==> src/rtl/exposure_control_fsm_pkg.sv <==
// Shared encodings for the main camera FSM and the readout stage it drives.
`default_nettype none
package exposure_control_fsm_pkg;

  typedef enum logic [1:0] {
    MAIN_IDLE    = 2'b00,
    MAIN_EXPOSE  = 2'b01,
    MAIN_READOUT = 2'b10,
    MAIN_ERASE   = 2'b11
  } main_state_t;

  typedef enum logic [2:0] {
    RD_INIT    = 3'b000,
    RD_RESET   = 3'b001,
    RD_CHARGE  = 3'b010,
    RD_SAMPLE  = 3'b011,
    RD_CONVERT = 3'b100,
    RD_READ    = 3'b101,
    RD_END     = 3'b110
  } rd_state_t;

  localparam int EXP_W           = 5;
  localparam int CNT_W           = 10;
  localparam int EXP_MIN_DEF     = 2;
  localparam int EXP_MAX_DEF     = 30;
  localparam int EXP_DEFAULT_DEF = 15;

endpackage
`default_nettype wire

==> src/rtl/exposure_control_fsm_exposure_reg.sv <==
// Button edge detection and saturating exposure-time register.
`default_nettype none
module exposure_reg
  import exposure_control_fsm_pkg::*;
#(
  parameter int EXP_MIN     = EXP_MIN_DEF,
  parameter int EXP_MAX     = EXP_MAX_DEF,
  parameter int EXP_DEFAULT = EXP_DEFAULT_DEF
) (
  input  logic             clk,
  input  logic             rst,
  input  logic             en,
  input  logic             inc,
  input  logic             dec,
  output logic [EXP_W-1:0] exp_time
);

  logic inc_q;
  logic dec_q;
  logic inc_edge;
  logic dec_edge;

  assign inc_edge = inc & ~inc_q;
  assign dec_edge = dec & ~dec_q;

  // Edge registers track every cycle so presses outside the enable window are lost.
  always_ff @(posedge clk or posedge rst) begin
    if (rst) begin
      inc_q    <= 1'b0;
      dec_q    <= 1'b0;
      exp_time <= EXP_W'(EXP_DEFAULT);
    end else begin
      inc_q <= inc;
      dec_q <= dec;
      if (en) begin
        if (inc_edge && !dec_edge && (exp_time < EXP_W'(EXP_MAX)))
          exp_time <= exp_time + 1'b1;
        else if (dec_edge && !inc_edge && (exp_time > EXP_W'(EXP_MIN)))
          exp_time <= exp_time - 1'b1;
      end
    end
  end

endmodule
`default_nettype wire

==> src/rtl/exposure_control_fsm.sv <==
// Main camera control FSM: ERASE -> EXPOSE -> READOUT -> IDLE with readout watchdog.
`default_nettype none
module exposure_control_fsm
  import exposure_control_fsm_pkg::*;
#(
  parameter int EXP_MIN       = EXP_MIN_DEF,
  parameter int EXP_MAX       = EXP_MAX_DEF,
  parameter int EXP_DEFAULT   = EXP_DEFAULT_DEF,
  parameter int CYCLES_PER_MS = 4,
  parameter int ERASE_CYCLES  = 2,
  parameter int RD_TIMEOUT    = 64
) (
  input  logic             i_Clock,
  input  logic             i_Reset,
  input  logic             i_Init,
  input  logic             i_Exp_increase,
  input  logic             i_Exp_decrease,
  input  logic [2:0]       i_RD_FSM,
  output logic [1:0]       o_Main_FSM,
  output logic             o_Erase,
  output logic             o_Expose,
  output logic [EXP_W-1:0] o_Exp_time,
  output logic             o_RD_timeout
);

  main_state_t      state;
  main_state_t      state_nxt;
  logic [CNT_W-1:0] cnt;
  logic [CNT_W-1:0] exp_cycles;
  logic             timeout_hit;
  logic             adj_en;

  assign exp_cycles = CNT_W'(o_Exp_time) * CNT_W'(CYCLES_PER_MS);
  assign adj_en     = (state == MAIN_IDLE) && !i_Init;
  assign o_Main_FSM = state;

  exposure_reg #(
    .EXP_MIN     (EXP_MIN),
    .EXP_MAX     (EXP_MAX),
    .EXP_DEFAULT (EXP_DEFAULT)
  ) u_exposure_reg (
    .clk      (i_Clock),
    .rst      (i_Reset),
    .en       (adj_en),
    .inc      (i_Exp_increase),
    .dec      (i_Exp_decrease),
    .exp_time (o_Exp_time)
  );

  always_comb begin
    state_nxt   = state;
    timeout_hit = 1'b0;
    case (state)
      MAIN_IDLE:    if (i_Init) state_nxt = MAIN_ERASE;
      MAIN_ERASE:   if (cnt == CNT_W'(ERASE_CYCLES - 1)) state_nxt = MAIN_EXPOSE;
      MAIN_EXPOSE:  if (cnt == exp_cycles - 1'b1) state_nxt = MAIN_READOUT;
      MAIN_READOUT: begin
        if (i_RD_FSM == RD_END) begin
          state_nxt = MAIN_IDLE;
        end else if (cnt == CNT_W'(RD_TIMEOUT - 1)) begin
          state_nxt   = MAIN_IDLE;
          timeout_hit = 1'b1;
        end
      end
      default:      state_nxt = MAIN_IDLE;
    endcase
  end

  // Strobes decode next state so they line up with the registered state output.
  always_ff @(posedge i_Clock or posedge i_Reset) begin
    if (i_Reset) begin
      state        <= MAIN_IDLE;
      cnt          <= '0;
      o_Erase      <= 1'b0;
      o_Expose     <= 1'b0;
      o_RD_timeout <= 1'b0;
    end else begin
      state    <= state_nxt;
      cnt      <= (state_nxt != state) ? '0 : cnt + 1'b1;
      o_Erase  <= (state_nxt == MAIN_ERASE);
      o_Expose <= (state_nxt == MAIN_EXPOSE);
      if ((state == MAIN_IDLE) && i_Init)
        o_RD_timeout <= 1'b0;
      else if (timeout_hit)
        o_RD_timeout <= 1'b1;
    end
  end

endmodule
`default_nettype wire

==> config.mk <==
export PLATFORM = sky130hd
export DESIGN_NAME = exposure_control_fsm
export DESIGN_NICKNAME = d
export VERILOG_FILES = /design/src/rtl/exposure_control_fsm_pkg.sv /design/src/rtl/exposure_control_fsm_exposure_reg.sv /design/src/rtl/exposure_control_fsm.sv
export SDC_FILE = /design/constraint.sdc
export NUM_CORES = 1
export LEC_CHECK = 0
export CORE_MARGIN = 4
export CORE_UTILIZATION = 52
export CTS_CLUSTER_SIZE = 8
export DETAILED_ROUTE_END_ITERATION = 12
export PLACE_DENSITY = 0.76
export SLEW_MARGIN = 20
export SYNTH_ARGS = -nofsm -noshare
export SYNTH_HDL_FRONTEND = slang
export SYNTH_HIERARCHICAL = 1
export SYNTH_SLANG_ARGS = --single-unit
==> constraint.sdc <==
create_clock -name i_Clock -period 2.95 [get_ports i_Clock]
set_input_delay 0.4425 -clock i_Clock [delete_from_list [all_inputs] [get_ports i_Clock]]
set_output_delay 0.4425 -clock i_Clock [all_outputs]
set_load 0.005 [all_outputs]
==> reports/metrics.cfg <==
[outcome]
status=finished clean

[synthesis]
synth_top_area_share=0.339
yosys-top-cells-area=dfrtp_1 (34%), dfstp_2 (7.9%), a21oi_1 (6.4%)
syn_avg_cell_area_um2=9.84
yosysTopAreaCell=dfrtp_1
synthFlopType=dfrtp_1
yosysMostFrequentCell=dfrtp_1
syn_nets=150
synthCells=135
ys_seq_area_frac=0.418
syn-cell-area_mm2=0.00133
yosys_register_bits=22
synth_edf_count=0
yosysWarnings=6
synth_commonest_cells=dfrtp_1 (18), a21oi_1 (17), xnor2_1 (9)
synth_cell_types=35
async_flop_share=1.00

[pwr]
p_per_area_mw_per_mm2=886
leakage_nw=0.637
ir_worst_vdd_uv=506

[timing]
final.setup_skew_ns=0.0119
fin_crit_ns=2.51
hold_viol_final=0
whs_ns=0.389
worst_slew_pin_slew_ns=0.645
tns_ns=0
fmax_ghz=0.398
finalCritPeriodShare=0.851
slew_violations=0
rsz0062_at_grt=no
relSlewSlack=0.566
finalSetupViolations=0

[drt]
vias_per_cell=5.82
ant_nets=0
drt_wl_total_um=2820
drt_iter0_markers=38
drc=0
vias=1071
dr.pass1.iters=4
wire_per_inst_um=15.3

[worst_setup_path]
path_max_fanout=4
worstPathRequired_ns=3.15
crit_arrival_ns=2.71
path_cells=clkdlybuf4s50_1 > nor2b_1 > and3_1 > inv_1 > fa_1 > a21o_1 > a21oi_1 > xnor2_1 > nor2_1 > xor2_1
r2r-end=u_exposure_reg/exp_time[4]
cpPeakStageDelay_ns=0.47
endpoint_kind=register
crit_buf_inv=2
cp-start-kind=primary input
cp_top_family=buffers and inverters
rrSetupSlack_ns=0.63
slowest_stage=clkdlybuf4s50_1
path_class=in2reg
worstRegToRegCells=9
r2r-start=u_exposure_reg/exp_time[4]

[die]
fp.dieW_um=58.6
die_area_mm2=0.00343
die_y_um=58.6
core-area_mm2=0.00245
rows=18
initial_core_util=0.541
ios=18

[flow_run]
maxCapViolCount=0

[placement]
gp_congestion=0.755
io_buffer_count=17
dp_hpwl_um=2140

[clock_tree]
clk_path_buf_depth=2
cts_hold_buf=0
h-tree-depth=1
cts_setup_buffers=0
numCtsBuffers=3
cts_tree=yes
insertion_delay_ns=0.31
ctsRootBufferMaster=clkbuf_4
clk_pin_slew_ns=0.13
ctsResizeCount=0
cts_sinks=22

[finish]
antennaDiodeCount=0
area_growth_pct=16.9
layout-drive-gt1-share=0.0974
nNetsFinal=170

[worst_hold_path]
hold_class=in2async

[global_route]
gr-total-overflow=0
antenna_found_initial=0
grt_pass1_wl_um=4970
grt_pass1_vias=1057
grt_max_degree=16
grt.total_usage=0.186

[worst max-delay path by stage]
stage,startpoint,end,slack (ns),depth (start not counted)
5_1_grt,i_Exp_increase,u_exposure_reg/exp_time[4],0.27,10
3_3_place_gp,i_Exp_increase,u_exposure_reg/exp_time[4],0.27,10
6_report,i_Exp_increase,u_exposure_reg/exp_time[4],0.44,10
4_1_cts,i_Exp_increase,u_exposure_reg/exp_time[4],0.46,10
3_5_place_dp,i_Exp_increase,u_exposure_reg/exp_time[4],0.12,10
2_1_floorplan,i_Exp_increase,u_exposure_reg/exp_time[4],0.82,9
[placed cells by master (no fill, tap or decap), types with 2 or more instances in the layout]
master	synthesis	final
nand3_1	7	7
a21o_1	3	3
o22ai_1	2	2
clkdlybuf4s50_1	0	17
nand2b_1	3	3
dfrtp_1	18	18
a21oi_1	17	17
nor3_1	5	5
nand2_1	7	7
clkbuf_4	0	3
nor2b_1	3	3
dfstp_2	4	4
ha_1	6	6
xnor2_1	9	9
o21ai_0	3	3
nor4_1	3	3
inv_1	8	8
a31oi_1	3	3
nor2_1	5	5
nand3b_1	2	2
and3_1	2	2
nor3_2	2	2
xor2_1	8	8
[per-layer routing]
layer	wire length, µm	vias to the layer above	GRT usage
met5	0	-	0
met4	29	0	0.0629
met3	129	4	0.0285
met2	1400	21	0.311
met1	1270	526	0.243
li1	-	520	-
[through the flow]
stage	worst slack, ns	util	total power, W	cells	area [µm²]
finish	0.440	0.633	0.00138	184	1550
global route	0.272	0.633	0.00149	184	1550
CTS	0.457	0.633	0.00138	184	1550
detailed placement	0.118	0.622	0.00123	180	1530
global placement	0.266	0.622	0.00120	180	1530
floorplan	0.820	-	0.00100	135	1330
[power by group]
group	total (W)	switching, W	internal, W
logic	0.000666	0.000317	0.000349
registers	0.000565	0.000161	0.000405
clock network	0.000144	0.0000914	0.0000528
[worst reg2reg max path, stage by stage (launching register included)]
cell	delay, ns
dfrtp_1	0.52
nand4_1	0.13
and3_1	0.26
inv_1	0.14
fa_1	0.43
a21o_1	0.20
a21oi_1	0.19
xnor2_1	0.14
nor2_1	0.07
xor2_1	0.15
[final cells by class]
| cell class | count | area, µm² |
|---|---|---|
| Fill cell | 209 | 902 |
| Multi-Input combinational cell | 103 | 733 |
| Sequential cell | 22 | 556 |
| Timing Repair Buffer | 17 | 170 |
| Tap cell | 30 | 37.5 |
| Inverter | 8 | 30.0 |
| Clock buffer | 4 | 26.3 |
[flip-flops by register name (all words and copies together), names as in the netlist]
signal	count
cnt	10
u_exposure_reg/exp_time	5
o_Main_FSM	2
o_Erase	1
o_Expose	1
o_RD_timeout	1
u_exposure_reg/dec_q	1
u_exposure_reg/inc_q	1
[cells by family (layout without fill, tap and decap cells)]
kind of cell	after synthesis	count (layout)	share of synthesized area
simple gates	43	43	0.185
compound gates	35	35	0.175
flops	22	22	0.418
xor+xnor	17	17	0.112
buf+inv	10	29	0.0301
fa+ha+maj	7	7	0.0716
mux	1	1	0.00847
No activity file was read; power rests on OpenSTA's default activity.
